## src/rtl/mod15_cmd_sequencer.sv

```systemverilog
// Buffers LOAD/COUNT commands in a small FIFO and replays each one cycle-accurately
// onto the load/mode/data pins of a downstream mod-15 counter.
module mod15_cmd_sequencer #(
  parameter int DEPTH = 4,
  parameter int LEN_W = 8
) (
  input  logic                     clk,
  input  logic                     rst,
  input  logic                     cmd_valid,
  output logic                     cmd_ready,
  input  logic [1:0]               cmd_op,
  input  logic [3:0]               cmd_data,
  input  logic [LEN_W-1:0]         cmd_len,
  output logic                     load,
  output logic                     mode,
  output logic [3:0]               data,
  output logic                     busy,
  output logic                     done,
  output logic                     err,
  output logic [$clog2(DEPTH):0]   fifo_level
);

  localparam int AW = $clog2(DEPTH);
  localparam int EW = 2 + 4 + LEN_W;
  localparam logic [AW:0] FULL = (AW+1)'(DEPTH);

  localparam logic [1:0] S_IDLE  = 2'd0;
  localparam logic [1:0] S_LOAD  = 2'd1;
  localparam logic [1:0] S_COUNT = 2'd2;
  localparam logic [1:0] S_ERR   = 2'd3;

  logic [EW-1:0]    mem [DEPTH];
  logic [AW-1:0]    wr_ptr;
  logic [AW-1:0]    rd_ptr;
  logic [AW:0]      level;
  logic             push_d;
  logic [1:0]       state;
  logic [LEN_W-1:0] cnt;

  logic             push;
  logic             pop;
  logic             avail;
  logic             last;
  logic [1:0]       h_op;
  logic [3:0]       h_data;
  logic [LEN_W-1:0] h_len;
  logic [LEN_W-1:0] h_last;

  assign cmd_ready  = (level != FULL);
  assign push       = cmd_valid && cmd_ready;
  assign fifo_level = level;
  assign busy       = (state != S_IDLE) || (level != '0);

  // The entry written on the previous edge is not yet eligible, which gives the
  // two-edge accept-to-drive latency; older entries sit ahead of it in order.
  assign avail = push_d ? (level > (AW+1)'(1)) : (level != '0);
  assign last  = (state == S_LOAD) || (state == S_ERR) ||
                 ((state == S_COUNT) && (cnt == '0));
  assign pop   = avail && ((state == S_IDLE) || last);

  assign {h_op, h_data, h_len} = mem[rd_ptr];
  assign h_last = (h_len == '0) ? '0 : h_len - 1'b1;

  always_ff @(posedge clk) begin
    if (push) mem[wr_ptr] <= {cmd_op, cmd_data, cmd_len};
  end

  always_ff @(posedge clk or posedge rst) begin
    if (rst) begin
      wr_ptr <= '0;
      rd_ptr <= '0;
      level  <= '0;
      push_d <= 1'b0;
    end else begin
      push_d <= push;
      if (push) wr_ptr <= wr_ptr + 1'b1;
      if (pop)  rd_ptr <= rd_ptr + 1'b1;
      if (push && !pop)      level <= level + 1'b1;
      else if (!push && pop) level <= level - 1'b1;
    end
  end

  always_ff @(posedge clk or posedge rst) begin
    if (rst) begin
      state <= S_IDLE;
      cnt   <= '0;
      load  <= 1'b0;
      mode  <= 1'b1;
      data  <= 4'd0;
      done  <= 1'b0;
      err   <= 1'b0;
    end else begin
      load <= 1'b0;
      done <= 1'b0;
      err  <= 1'b0;
      if (pop) begin
        case (h_op)
          2'b00: begin
            if (h_data != 4'hF) begin
              state <= S_LOAD;
              load  <= 1'b1;
              data  <= h_data;
              done  <= 1'b1;
            end else begin
              state <= S_ERR;
              err   <= 1'b1;
            end
          end
          2'b01, 2'b10: begin
            state <= S_COUNT;
            mode  <= (h_op == 2'b01);
            cnt   <= h_last;
            done  <= (h_last == '0);
          end
          default: begin
            state <= S_ERR;
            err   <= 1'b1;
          end
        endcase
      end else if ((state == S_COUNT) && (cnt != '0)) begin
        cnt  <= cnt - 1'b1;
        done <= (cnt == LEN_W'(1));
      end else if (last) begin
        state <= S_IDLE;
      end
    end
  end

endmodule
```

## config.mk

```make
export PLATFORM = sky130hd
export DESIGN_NAME = mod15_cmd_sequencer
export DESIGN_NICKNAME = d
export VERILOG_FILES = /design/src/rtl/mod15_cmd_sequencer.sv
export SDC_FILE = /design/constraint.sdc
export NUM_CORES = 1
export LEC_CHECK = 0
export BUFFER_PORTS_ARGS = -buffer_cell sky130_fd_sc_hd__buf_4
export CELL_PAD_IN_SITES_DETAIL_PLACEMENT = 1
export CELL_PAD_IN_SITES_GLOBAL_PLACEMENT = 1
export CORE_ASPECT_RATIO = 1.4
export CORE_MARGIN = 2
export CORE_UTILIZATION = 31
export CTS_CLUSTER_SIZE = 14
export DETAILED_ROUTE_END_ITERATION = 10
export GPL_TIMING_DRIVEN = 1
export PLACE_DENSITY = 0.6
export SLEW_MARGIN = 30
export SYNTH_ARGS = -nofsm -noshare
export SYNTH_HDL_FRONTEND = slang
export SYNTH_SLANG_ARGS = --single-unit
```

## constraint.sdc

```tcl
create_clock -name clk -period 3 [get_ports clk]
set_clock_uncertainty 0.05 [all_clocks]
set_input_delay 0.3 -clock clk [delete_from_list [all_inputs] [get_ports clk]]
set_output_delay 0.3 -clock clk [all_outputs]
set_load 0.005 [all_outputs]
```

==> results of run 1 <==
-- what timing repair did --
item,4_1_cts,5_1_grt
hold buffers,1,0
hold endpoints to repair,7,0
buffers inserted,0,0
-- power by group through the flow --
stage / clock network, mW / registers [mW] / logic [mW]
2_1_floorplan: 0 / 1.69 / 1.40
3_3_place_gp: 0 / 1.74 / 1.93
3_5_place_dp: 0 / 1.76 / 1.95
4_1_cts: 1.06 / 1.73 / 1.96
5_1_grt: 1.10 / 1.77 / 2.15
6_report: 1.02 / 1.73 / 1.93
-- through the flow --
| stage | instance area, sq um | cells | utilization | setup slack, ps | power (mW) |
|---|---|---|---|---|---|
| 6_report | 4520 | 445 | 0.379 | 302 | 4.68 |
| 4_1_cts | 4520 | 445 | 0.379 | 284 | 4.76 |
| 3_3_place_gp | 4240 | 428 | 0.355 | 384 | 3.67 |
| 3_5_place_dp | 4240 | 428 | 0.355 | 308 | 3.71 |
| 2_1_floorplan | 3810 | 248 | - | 310 | 3.10 |
| 5_1_grt | 4520 | 445 | 0.379 | 168 | 5.02 |
-- registers in the layout, summed over array words and instances, names as in the netlist --
| signal | count |
|---|---|
| data | 4 |
| mem | 56 |
| done | 1 |
| fifo_level | 3 |
| rd_ptr | 2 |
| cnt | 8 |
| load | 1 |
| mode | 1 |
| err | 1 |
| push_d | 1 |
| state | 2 |
| wr_ptr | 2 |
-- kinds of logic after synthesis --
group	synth area share
flip-flops	0.612
AND/OR/NAND/NOR	0.0874
AO/OA/AOI/OAI	0.0778
buffers and inverters	0.0292
multiplexers	0.117
adder cells (fa/ha/maj)	0.0558
XOR/XNOR	0.0207
-- how the worst max path moves through the flow --
stage / start / endpoint / slack [ps] / cells past startpoint
floorplan: rd_ptr[0] / cnt[2] / 310 / 10
global placement: rd_ptr[0] / cnt[7] / 380 / 6
detailed placement: rd_ptr[0] / cnt[2] / 310 / 8
CTS: rd_ptr[0] / cnt[2] / 280 / 8
global route: rd_ptr[0] / cnt[2] / 170 / 8
finish: rd_ptr[0] / cnt[2] / 300 / 8
-- placed cells by master, fill, tap and decap left out, types with 8 or more instances in the layout --
master and count:
sky130_fd_sc_hd__ha_1 17, sky130_fd_sc_hd__nand2_1 10, sky130_fd_sc_hd__edfxtp_1 56, sky130_fd_sc_hd__nor3_1 8, sky130_fd_sc_hd__inv_1 17, sky130_fd_sc_hd__mux4_1 10, sky130_fd_sc_hd__dfrtp_1 25, sky130_fd_sc_hd__buf_4 38
sky130_fd_sc_hd__clkbuf_16 9, sky130_fd_sc_hd__nor2_1 14
-- metal layers --
| metal | vias to the layer above | track usage |
|---|---|---|
| met4 | 0 | 0.0625 |
| met1 | 1143 | 0.150 |
| met5 | - | 0 |
| met3 | 12 | 0.0253 |
| met2 | 29 | 0.218 |
| li1 | 1050 | - |
-- worst max-delay path, stage by stage, from the launching register on --
cell                       delay (ps)
sky130_fd_sc_hd__dfrtp_1          420
sky130_fd_sc_hd__mux4_1           650
sky130_fd_sc_hd__inv_1            140
sky130_fd_sc_hd__ha_1             150
sky130_fd_sc_hd__inv_1             50
sky130_fd_sc_hd__or3_4            410
sky130_fd_sc_hd__o311ai_4         300
sky130_fd_sc_hd__o32ai_1          150
sky130_fd_sc_hd__a22o_1           250
-- cell type report --
cell class,count,area [sq um],share of cell area
sequential,82,2330,0.516
clock buffer,9,225,0.0498
clock inverter,7,52.6,0.0116
inverter,18,67.6,0.0149
multi-input combinational,143,1370,0.302
tap,147,184,0.0407
timing repair buffer,39,295,0.0653
==> results.tsv, run 1 <==
stage	metric	value	unit
route	post-detailed-route count of antenna-violating nets	0	
global_routing	total gr overflow	0	
power_and_ir_drop	switching power summed over all nets	1.69	mW
sta	Setup TNS Final	0	ps
floorplan	die outline area	13200	sq um
cts	clock tree from TritonCTS	built	
synth	count of different cell masters after synthesis	57	
power_and_ir_drop	power per cell area	1030	nW/um^2
floorplan	initial cell density of the core	0.319	
route	mean routed wirelength per cell	17.3	um
synth	flip-flop and latch count after synthesis	82	
synth	most common cell in the netlist	sky130_fd_sc_hd__edfxtp_1	
synth	post-synth top area cell	sky130_fd_sc_hd__edfxtp_1	
global_routing	pin count of the biggest net entering global routing	27	
synth	asr flop ratio synth	0.317	
power_and_ir_drop	relative contribution of combinational cells to total power	0.412	
sta	worst slew margin relative to its limit	0.491	
global_routing	vias in the first global route	2395	
sta	total setup violations reported at the end of the flow	0	
power_and_ir_drop	leakage component of the power	1.80	nW
route	Routed met1 length	3270	um
floorplan	number of rows created at floorplan	47	
synth	cell types with the largest area share after synthesis	sky130_fd_sc_hd__edfxtp_1 (44%), sky130_fd_sc_hd__dfrtp_1 (16%), sky130_fd_sc_hd__mux4_1 (6.9%)	
sta	period utilisation layout	0.899	
synth	Yosys top cell area share	0.441	
setup_path	startpoint of the most critical register-to-register path	rd_ptr[0]	
sta	slew at the pin with the worst max-slew slack	764	ps
sta	endpoints failing hold	0	
cts	deepest level of the CTS H-tree	3	
power_and_ir_drop	share of total power in the clock network	0.219	
synth	number of warning messages in the yosys log	0	
cts	clk buf depth	2	
hold_path	hold-critical path depth	1	
placement	total half-perimeter wirelength after legalization and detailed placement	5550	um
synth	Post-synth top flop	sky130_fd_sc_hd__edfxtp_1	
route	DRC violation count after routing	0	
flow_run	count of maximum capacitance violations	0	
route	detailed router's first-iteration violation count	62	
cts	worst skew pair latency	340	ps
setup_path	Critical Path Fanout Max	5	
layout	total inserted antenna cells	0	
cts	Clock Root Buffer	sky130_fd_sc_hd__clkbuf_16	
floorplan	DIE HEIGHT	135	um
placement	IO buf count	29	
cts	TritonCTS Sinks	82	
cts	clock-pin slew of the registers on the worst-case setup and hold paths	60	ps
layout	total of fill cells in the finished design	1230	
sta	max-slew violation count	0	
setup_path	kind of end point of the critical path	register	
cts	number of clock buffers inserted by TritonCTS	9	
synth	number of flops mapped to enable cells by yosys	56	
floorplan	count of boundary I/O pins	30	
setup_path	slack of the worst reg-to-reg path	300	ps
synth	mean post-synth cell area	15.4	sq um
route	Vias/cell	5.02	
power_and_ir_drop	IR Drop Worst-Case VDD	0.335	mV
power_and_ir_drop	internal power component	3.00	mW
route	total length of routed wires	7720	um
cts	cells resized by post-CTS repair	0	
power_and_ir_drop	share of total power in sequential cells	0.369	
sta	post-route minimum period	2700	ps
route	top layer in use	met4	
setup_path	Worst Path Arrival	2870	ps
route	via count	2234	
global_routing	wire length of the first global-routing pass	12700	um
hold_path	class of the worst hold path	input pin to register	
synth	syn_nets	282	
synth	Mapped Cells	248	
power_and_ir_drop	switching portion of total power	0.360	
layout	Area growth syn-to-layout	18.7	%
floorplan	total core area	11900	sq um
synth	sequential share of the synthesized area	0.612	
route	wire length on met2	4100	um
outcome	run status	finished clean	
setup_path	required time of the critical path	3170	ps
setup_path	start-to-end type of the worst setup path	register to register	
route	Pre-Repair DR Iteration Count	4	
sta	final hold slack	112	ps
placement	Routability Congestion	0.781	
synth	area of the mapped netlist	3810	sq um
setup_path	Reg2Reg Capture Point	cnt[2]	
global_routing	antenna violations before repair	0	
sta	achievable frequency	371	MHz
setup_path	logic depth of the worst register-to-register path	8	
layout	Nets	327	
setup_path	type of origin of the critical path	register	
hold_path	hold_sp	cmd_len[1]	
sta	setup repair after global routing missed its margin	no	
floorplan	Die Wd	97.7	um
synth	most instantiated cells after synthesis	sky130_fd_sc_hd__edfxtp_1 (56), sky130_fd_sc_hd__dfrtp_1 (25), sky130_fd_sc_hd__inv_1 (18)	
hold_path	Endpoint, Worst Hold	mem[2][1]	
route	routed wire length on met3	178	um
global_routing	total global-route track usage	0.126	
layout	layout cell share with drive strength beyond 1	0.255	
(Power assumes the default switching activity.)
==> run 2, diff against run 1 <==
- BUFFER_PORTS_ARGS: -buffer_cell sky130_fd_sc_hd__buf_4 -> not set
- DONT_BUFFER_PORTS: not set -> 1
- PLACE_DENSITY: 0.6 -> 0.58
- SETUP_SLACK_MARGIN: not set -> 0.15
- clock period: 3 -> 2.92 ns (I/O delays scaled with it)
==> run 2 against run 1 <==
Compared with the run above:
- combinational power hardly changed
- critical path type unchanged
- largest power group unchanged
- maximum frequency is 3.0% higher
- largest cell class unchanged
- die area stayed put
==> results.tsv, run 2 (synthesized netlist as in run 1, its figures left out) <==
stage	metric	value	unit	change
outcome	run status	finished clean		unchanged
floorplan	die outline area	13200	sq um	unchanged
global_routing	total global-route track usage	0.129		was 0.126
sta	max-slew violation count	0		unchanged
power_and_ir_drop	power per cell area	1080	nW/um^2	was 1030 nW/um^2
floorplan	DIE HEIGHT	135	um	unchanged
cts	clock-pin slew of the registers on the worst-case setup and hold paths	60	ps	about the same
setup_path	Reg2Reg Capture Point	cnt[2]		unchanged
hold_path	class of the worst hold path	input pin to register		unchanged
setup_path	start-to-end type of the worst setup path	register to register		unchanged
route	top layer in use	met4		unchanged
cts	Clock Root Buffer	sky130_fd_sc_hd__clkbuf_16		unchanged
hold_path	hold_sp	cmd_valid		was cmd_len[1]
layout	layout cell share with drive strength beyond 1	0.188		was 0.255
power_and_ir_drop	IR Drop Worst-Case VDD	0.570	mV	was 0.335 mV
route	Pre-Repair DR Iteration Count	4		unchanged
cts	worst skew pair latency	340	ps	about the same
power_and_ir_drop	leakage component of the power	1.74	nW	was 1.80 nW
route	mean routed wirelength per cell	18.3	um	was 17.3 um
setup_path	type of origin of the critical path	register		unchanged
layout	number of flip-flops under the largest register name	56		unchanged
setup_path	kind of end point of the critical path	register		unchanged
sta	worst slew margin relative to its limit	0.611		was 0.491
route	post-detailed-route count of antenna-violating nets	0		unchanged
setup_path	Worst Path Arrival	2800	ps	was 2870 ps
route	DRC violation count after routing	0		unchanged
setup_path	required time of the critical path	3100	ps	was 3170 ps
setup_path	startpoint of the most critical register-to-register path	rd_ptr[1]		was rd_ptr[0]
setup_path	logic depth of the worst register-to-register path	8		unchanged
route	via count	2154		was 2234
cts	clk buf depth	2		unchanged
layout	commonest cells after routing, fill and taps aside	sky130_fd_sc_hd__edfxtp_1 (56), sky130_fd_sc_hd__dfrtp_1 (24), sky130_fd_sc_hd__inv_1 (17), sky130_fd_sc_hd__ha_1 (17), sky130_fd_sc_hd__dlygate4sd3_1 (15)		was sky130_fd_sc_hd__edfxtp_1 (56), sky130_fd_sc_hd__buf_4 (38), sky130_fd_sc_hd__dfrtp_1 (25)
layout	most frequent standard cell in the layout excluding fill and tap cells	sky130_fd_sc_hd__edfxtp_1		unchanged
layout	Biggest register	mem		unchanged
sta	endpoints failing hold	0		unchanged
floorplan	total core area	11900	sq um	unchanged
sta	post-route minimum period	2620	ps	was 2700 ps
cts	TritonCTS Sinks	82		unchanged
route	wire length on met2	4220	um	was 4100 um
sta	period utilisation layout	0.897		was 0.899
sta	setup repair after global routing missed its margin	no		unchanged
layout	Area growth syn-to-layout	17.7	%	was 18.7%
global_routing	antenna violations before repair	0		unchanged
global_routing	vias in the first global route	2385		was 2395
layout	total inserted antenna cells	0		unchanged
placement	IO buf count	0		was 29
placement	Routability Congestion	0.801		was 0.781
layout	final design instance area without fill	4480	sq um	was 4520 sq um
floorplan	initial cell density of the core	0.319		unchanged
cts	deepest level of the CTS H-tree	3		unchanged
route	total length of routed wires	7940	um	was 7720 um
floorplan	number of rows created at floorplan	47		unchanged
placement	cell area reported after detailed placement	4030	sq um	was 4240 sq um
route	Vias/cell	4.96		was 5.02
cts	number of clock buffers inserted by TritonCTS	9		unchanged
floorplan	Die Wd	97.7	um	unchanged
route	routed wire length on met3	158	um	was 178 um
cts	clock tree from TritonCTS	built		unchanged
layout	Nets	316		was 327
flow_run	count of maximum capacitance violations	0		unchanged
floorplan	count of boundary I/O pins	30		unchanged
sta	total setup violations reported at the end of the flow	0		unchanged
route	detailed router's first-iteration violation count	74		was 62
setup_path	Critical Path Fanout Max	7		was 5
global_routing	total gr overflow	0		unchanged
global_routing	wire length of the first global-routing pass	12900	um	was 12700 um
sta	Setup TNS Final	0	ps	unchanged
hold_path	Endpoint, Worst Hold	push_d		was mem[2][1]
sta	slew at the pin with the worst max-slew slack	583	ps	was 764 ps
hold_path	hold-critical path depth	1		unchanged
setup_path	slack of the worst reg-to-reg path	300	ps	about the same
placement	total half-perimeter wirelength after legalization and detailed placement	5660	um	was 5550 um
global_routing	pin count of the biggest net entering global routing	27		unchanged
sta	achievable frequency	382	MHz	was 371 MHz
layout	largest registers	mem x56, cnt x8, data x4		unchanged
route	Routed met1 length	3330	um	was 3270 um
-- run 2: cell count changes in the layout (fill, tap and decap cells not counted), sizes merged --
cell         change
dlygate4sd3     +14
bufinv           +1
buf             -25
clkbuf           +3
inv              -1
clkinv           -1
clkinvlp         -2
-- run 2: worst max path at each step --
stage | from | end | slack [ps]
detailed placement | rd_ptr[0] | cnt[2] | 150
global route | rd_ptr[0] | cnt[2] | 150
floorplan | rd_ptr[0] | cnt[2] | 230
CTS | rd_ptr[0] | cnt[2] | 160
finish | rd_ptr[1] | cnt[2] | 300
global placement | rd_ptr[0] | cnt[2] | 240
-- run 2: critical path: stages (launching register included) --
cell and delay [ps]:
sky130_fd_sc_hd__dfrtp_1 570, sky130_fd_sc_hd__mux4_2 420, sky130_fd_sc_hd__inv_1 140, sky130_fd_sc_hd__ha_1 160
sky130_fd_sc_hd__inv_1 50, sky130_fd_sc_hd__or3_4 420, sky130_fd_sc_hd__o311ai_4 300, sky130_fd_sc_hd__o32ai_1 150
sky130_fd_sc_hd__a22o_1 240
-- run 2: through the flow --
stage	cells	hold slack, ps	power [mW]	utilization	worst slack, ps
after floorplan	248	281	3.18	-	230
after global placement	401	341	3.66	0.338	241
after detailed placement	401	230	3.70	0.338	154
after CTS	432	203	4.87	0.375	158
after global routing	434	254	5.17	0.376	154
final	434	202	4.84	0.376	301
-- run 2: what timing repair did --
item                                   in CTS  in global routing
setup endpoints to repair                   0                 10
hold buffers                               15                  0
buffers inserted                            0                  2
endpoints found under the hold margin      81                  0
resized for setup                           0                  4
-- run 2: power breakdown --
group / internal [mW] / leakage, nW / switching (mW)
Clock: 0.686 / 0.147 / 0.445
Sequential: 1.59 / 0.827 / 0.219
Combinational: 0.864 / 0.762 / 1.03
Total: 3.14 / 1.74 / 1.70
-- run 2: metal layers --
metal,GRT usage,up-vias
met4,0.0787,0
met2,0.226,21
li1,-,1023
met1,0.148,1097
met3,0.0186,13
met5,0,-
-- run 2: cell type report --
type	instances	area, sq um
clock buffer	12	246
inverter	18	67.6
sequential	82	2330
fill	1210	7450
timing repair buffer	28	248
clock inverter	4	48.8
multi-input combinational	143	1350
tap	147	184
==> run 3, diff against run 2 <==
- CTS_CLUSTER_DIAMETER: not set -> 80
- PLACE_DENSITY: 0.58 -> not set
- PLACE_DENSITY_LB_ADDON: not set -> 0.05
==> run 3 against run 2 <==
Compared with the run above:
- sequential power hardly changed
- maximum frequency hardly changed
- first-iteration DRC count is 34% lower
==> results.tsv, run 3 (synthesized netlist as in run 1, its figures left out) <==
stage	metric	value	unit	change
route	total length of routed wires	8470	um	was 7940 um
setup_path	master of the slowest instance on the critical path	sky130_fd_sc_hd__mux4_1		was sky130_fd_sc_hd__dfrtp_1
setup_path	kind of end point of the critical path	register		unchanged
power_and_ir_drop	relative contribution of combinational cells to total power	0.402		was 0.392
placement	total half-perimeter wirelength after legalization and detailed placement	6200	um	was 5660 um
global_routing	antenna violations before repair	0		unchanged
setup_path	Worst Path Arrival	2800	ps	about the same
layout	number of flip-flops under the largest register name	56		unchanged
placement	cell area reported after detailed placement	4070	sq um	was 4030 sq um
global_routing	met1 GRT Util	0.162		was 0.148
sta	period utilisation layout	0.898		was 0.897
cts	clock tree from TritonCTS	built		unchanged
power_and_ir_drop	IR Drop Worst-Case VDD	0.524	mV	was 0.570 mV
setup_path	required time of the critical path	3100	ps	about the same
power_and_ir_drop	leakage component of the power	1.76	nW	was 1.74 nW
layout	largest registers	mem x56, cnt x8, data x4		unchanged
power_and_ir_drop	power per cell area	1080	nW/um^2	about the same
power_and_ir_drop	share of total power in the clock network	0.231		was 0.234
cts	number of buffers inserted by hold repair at cts	15		unchanged
sta	slew at the pin with the worst max-slew slack	480	ps	was 583 ps
cts	clock-pin slew of the registers on the worst-case setup and hold paths	70	ps	was 60 ps
cts	TritonCTS Sinks	82		unchanged
cts	deepest level of the CTS H-tree	3		unchanged
global_routing	pin count of the biggest net entering global routing	26		was 27
floorplan	initial cell density of the core	0.319		unchanged
cts	clk buf depth	2		unchanged
sta	max-slew violation count	0		unchanged
route	post-detailed-route count of antenna-violating nets	0		unchanged
global_routing	wire length of the first global-routing pass	13800	um	was 12900 um
power_and_ir_drop	switching portion of total power	0.361		was 0.351
global_routing	vias in the first global route	2476		was 2385
floorplan	number of rows created at floorplan	47		unchanged
setup_path	type of origin of the critical path	register		unchanged
layout	Biggest register	mem		unchanged
sta	post-route minimum period	2620	ps	about the same
global_routing	global routing usage on met2	0.250		was 0.226
layout	final design instance area without fill	4510	sq um	was 4480 sq um
route	DRC violation count after routing	0		unchanged
global_routing	layer with the highest usage	met2		unchanged
global_routing	met3 Use GR	0.0315		was 0.0186
setup_path	number of buffer and inverter instances along the worst setup path	1		was 2
setup_path	start-to-end type of the worst setup path	register to register		unchanged
flow_run	count of maximum capacitance violations	0		unchanged
setup_path	worst-path cell chain	buf_4 -> mux4_1 -> or3_4 -> o311ai_4 -> o32ai_1 -> a22o_1		was mux4_2 -> inv_1 -> ha_1 -> inv_1 -> or3_4 -> o311ai_4 -> o32ai_1 -> a22o_1
sta	worst slew margin relative to its limit	0.678		was 0.611
outcome	run status	finished clean		unchanged
layout	total inserted antenna cells	0		unchanged
placement	Routability Congestion	0.711		was 0.801
sta	endpoints failing hold	0		unchanged
route	mean routed wirelength per cell	19.4	um	was 18.3 um
setup_path	dominant delay contributor by cell family on the critical path	multiplexers		was compound AO/OA/AOI/OAI gates
floorplan	Die Wd	97.7	um	unchanged
cts	worst skew pair latency	340	ps	about the same
cts	number of clock buffers inserted by TritonCTS	9		unchanged
sta	Setup TNS Final	0	ps	unchanged
sta	achievable frequency	382	MHz	about the same
route	Vias/cell	4.95		was 4.96
global_routing	total gr overflow	0		unchanged
sta	setup repair after global routing missed its margin	no		unchanged
global_routing	total global-route track usage	0.139		was 0.129
layout	Nets	319		was 316
cts	Post-CTS Repair Setup Buffers	0		unchanged
floorplan	DIE HEIGHT	135	um	unchanged
route	detailed router's first-iteration violation count	49		was 74
route	Pre-Repair DR Iteration Count	4		unchanged
floorplan	total core area	11900	sq um	unchanged
layout	most frequent standard cell in the layout excluding fill and tap cells	sky130_fd_sc_hd__edfxtp_1		unchanged
hold_path	class of the worst hold path	input pin to asynchronous set/reset pin		was input pin to register
cts	cells resized by post-CTS repair	0		unchanged
layout	commonest cells after routing, fill and taps aside	sky130_fd_sc_hd__edfxtp_1 (56), sky130_fd_sc_hd__dfrtp_1 (25), sky130_fd_sc_hd__inv_1 (18)		was sky130_fd_sc_hd__edfxtp_1 (56), sky130_fd_sc_hd__dfrtp_1 (24), sky130_fd_sc_hd__inv_1 (17), sky130_fd_sc_hd__ha_1 (17), sky130_fd_sc_hd__dlygate4sd3_1 (15)
power_and_ir_drop	share of total power in sequential cells	0.366		was 0.374
floorplan	count of boundary I/O pins	30		unchanged
layout	layout cell share with drive strength beyond 1	0.183		was 0.188
layout	Area growth syn-to-layout	18.5	%	was 17.7%
setup_path	Largest stage delay, worst path	720	ps	was 570 ps
sta	total setup violations reported at the end of the flow	0		unchanged
placement	IO buf count	0		unchanged
route	via count	2164		was 2154
floorplan	die outline area	13200	sq um	unchanged
power_and_ir_drop	switching power summed over all nets	1.76	mW	was 1.70 mW
power_and_ir_drop	internal power component	3.13	mW	was 3.14 mW
cts	Clock Root Buffer	sky130_fd_sc_hd__clkbuf_16		unchanged
setup_path	Critical Path Fanout Max	7		unchanged
==> run 3: changes by cell type in the layout (fill, tap and decap cells not counted) <==
cell                         previous run  this run
sky130_fd_sc_hd__inv_1                 17        18
sky130_fd_sc_hd__mux4_2                 7         4
sky130_fd_sc_hd__inv_2                  1         0
sky130_fd_sc_hd__clkinv_4               0         1
sky130_fd_sc_hd__clkinv_1               0         1
sky130_fd_sc_hd__clkbuf_8               1         0
sky130_fd_sc_hd__buf_4                 13        16
sky130_fd_sc_hd__clkinvlp_4             0         1
sky130_fd_sc_hd__dfrtp_2                1         0
sky130_fd_sc_hd__clkbuf_1               2         0
sky130_fd_sc_hd__mux4_1                 7        10
sky130_fd_sc_hd__dfrtp_1               24        25
==> run 3: per-layer routing <==
| layer | wire (um) | up-vias | share of wire |
|---|---|---|---|
| met5 | 0 | - | 0 |
| met4 | 140 | 0 | 0.017 |
| met3 | 182 | 11 | 0.021 |
| met2 | 4490 | 26 | 0.53 |
| met1 | 3650 | 1098 | 0.43 |
| li1 | - | 1029 | - |
==> run 3: worst register-to-register path, stage by stage, from the launching register on <==
cell and delay [ps]:
sky130_fd_sc_hd__dfrtp_1 430, sky130_fd_sc_hd__buf_4 210, sky130_fd_sc_hd__mux4_1 720, sky130_fd_sc_hd__or3_4 420, sky130_fd_sc_hd__o311ai_4 310, sky130_fd_sc_hd__o32ai_1 150, sky130_fd_sc_hd__a22o_1 240
==> run 3: path summary, 6_finish.rpt <==
check / endpoint / slack (ps) / startpoint / cells past startpoint
hold reg to reg: cnt[4] / 460 / cnt[4] / 1
setup reg to reg: cnt[2] / 300 / rd_ptr[0] / 6
hold / removal: fifo_level[2] / 180 / rst / 2
min in group clk: push_d / 200 / cmd_valid / 1
max in group asynchronous: mode / 2060 / rst / 3
setup / recovery: cnt[2] / 300 / rd_ptr[0] / 6
==> run 3: power by group through the flow <==
stage / registers, mW / clock network [mW] / logic (mW)
3_3_place_gp: 1.81 / 0 / 1.99
3_5_place_dp: 1.82 / 0 / 2.00
4_1_cts: 1.80 / 1.17 / 2.02
6_report: 1.79 / 1.13 / 1.97
5_1_grt: 1.83 / 1.21 / 2.20
2_1_floorplan: 1.74 / 0 / 1.44
==> run 3: stage by stage <==
stage | hold WS [ps] | total power [mW] | setup slack [ps] | utilization | cells
after floorplan | 281 | 3.18 | 230 | - | 248
after global placement | -18.6 | 3.80 | 315 | 0.341 | 406
after detailed placement | -16.4 | 3.82 | 266 | 0.341 | 406
after CTS | 167 | 5.00 | 272 | 0.378 | 437
after global routing | 180 | 5.24 | 175 | 0.378 | 437
final | 181 | 4.89 | 299 | 0.378 | 437
==> run 3: area by class of cell <==
| cell class | count | area (sq um) |
|---|---|---|
| Clock buffer | 9 | 225 |
| Clock inverter | 7 | 68.8 |
| Fill cell | 1224 | 7420 |
| Inverter | 18 | 67.6 |
| Multi-Input combinational cell | 143 | 1370 |
| Sequential cell | 82 | 2330 |
| Tap cell | 147 | 184 |
| Timing Repair Buffer | 31 | 270 |
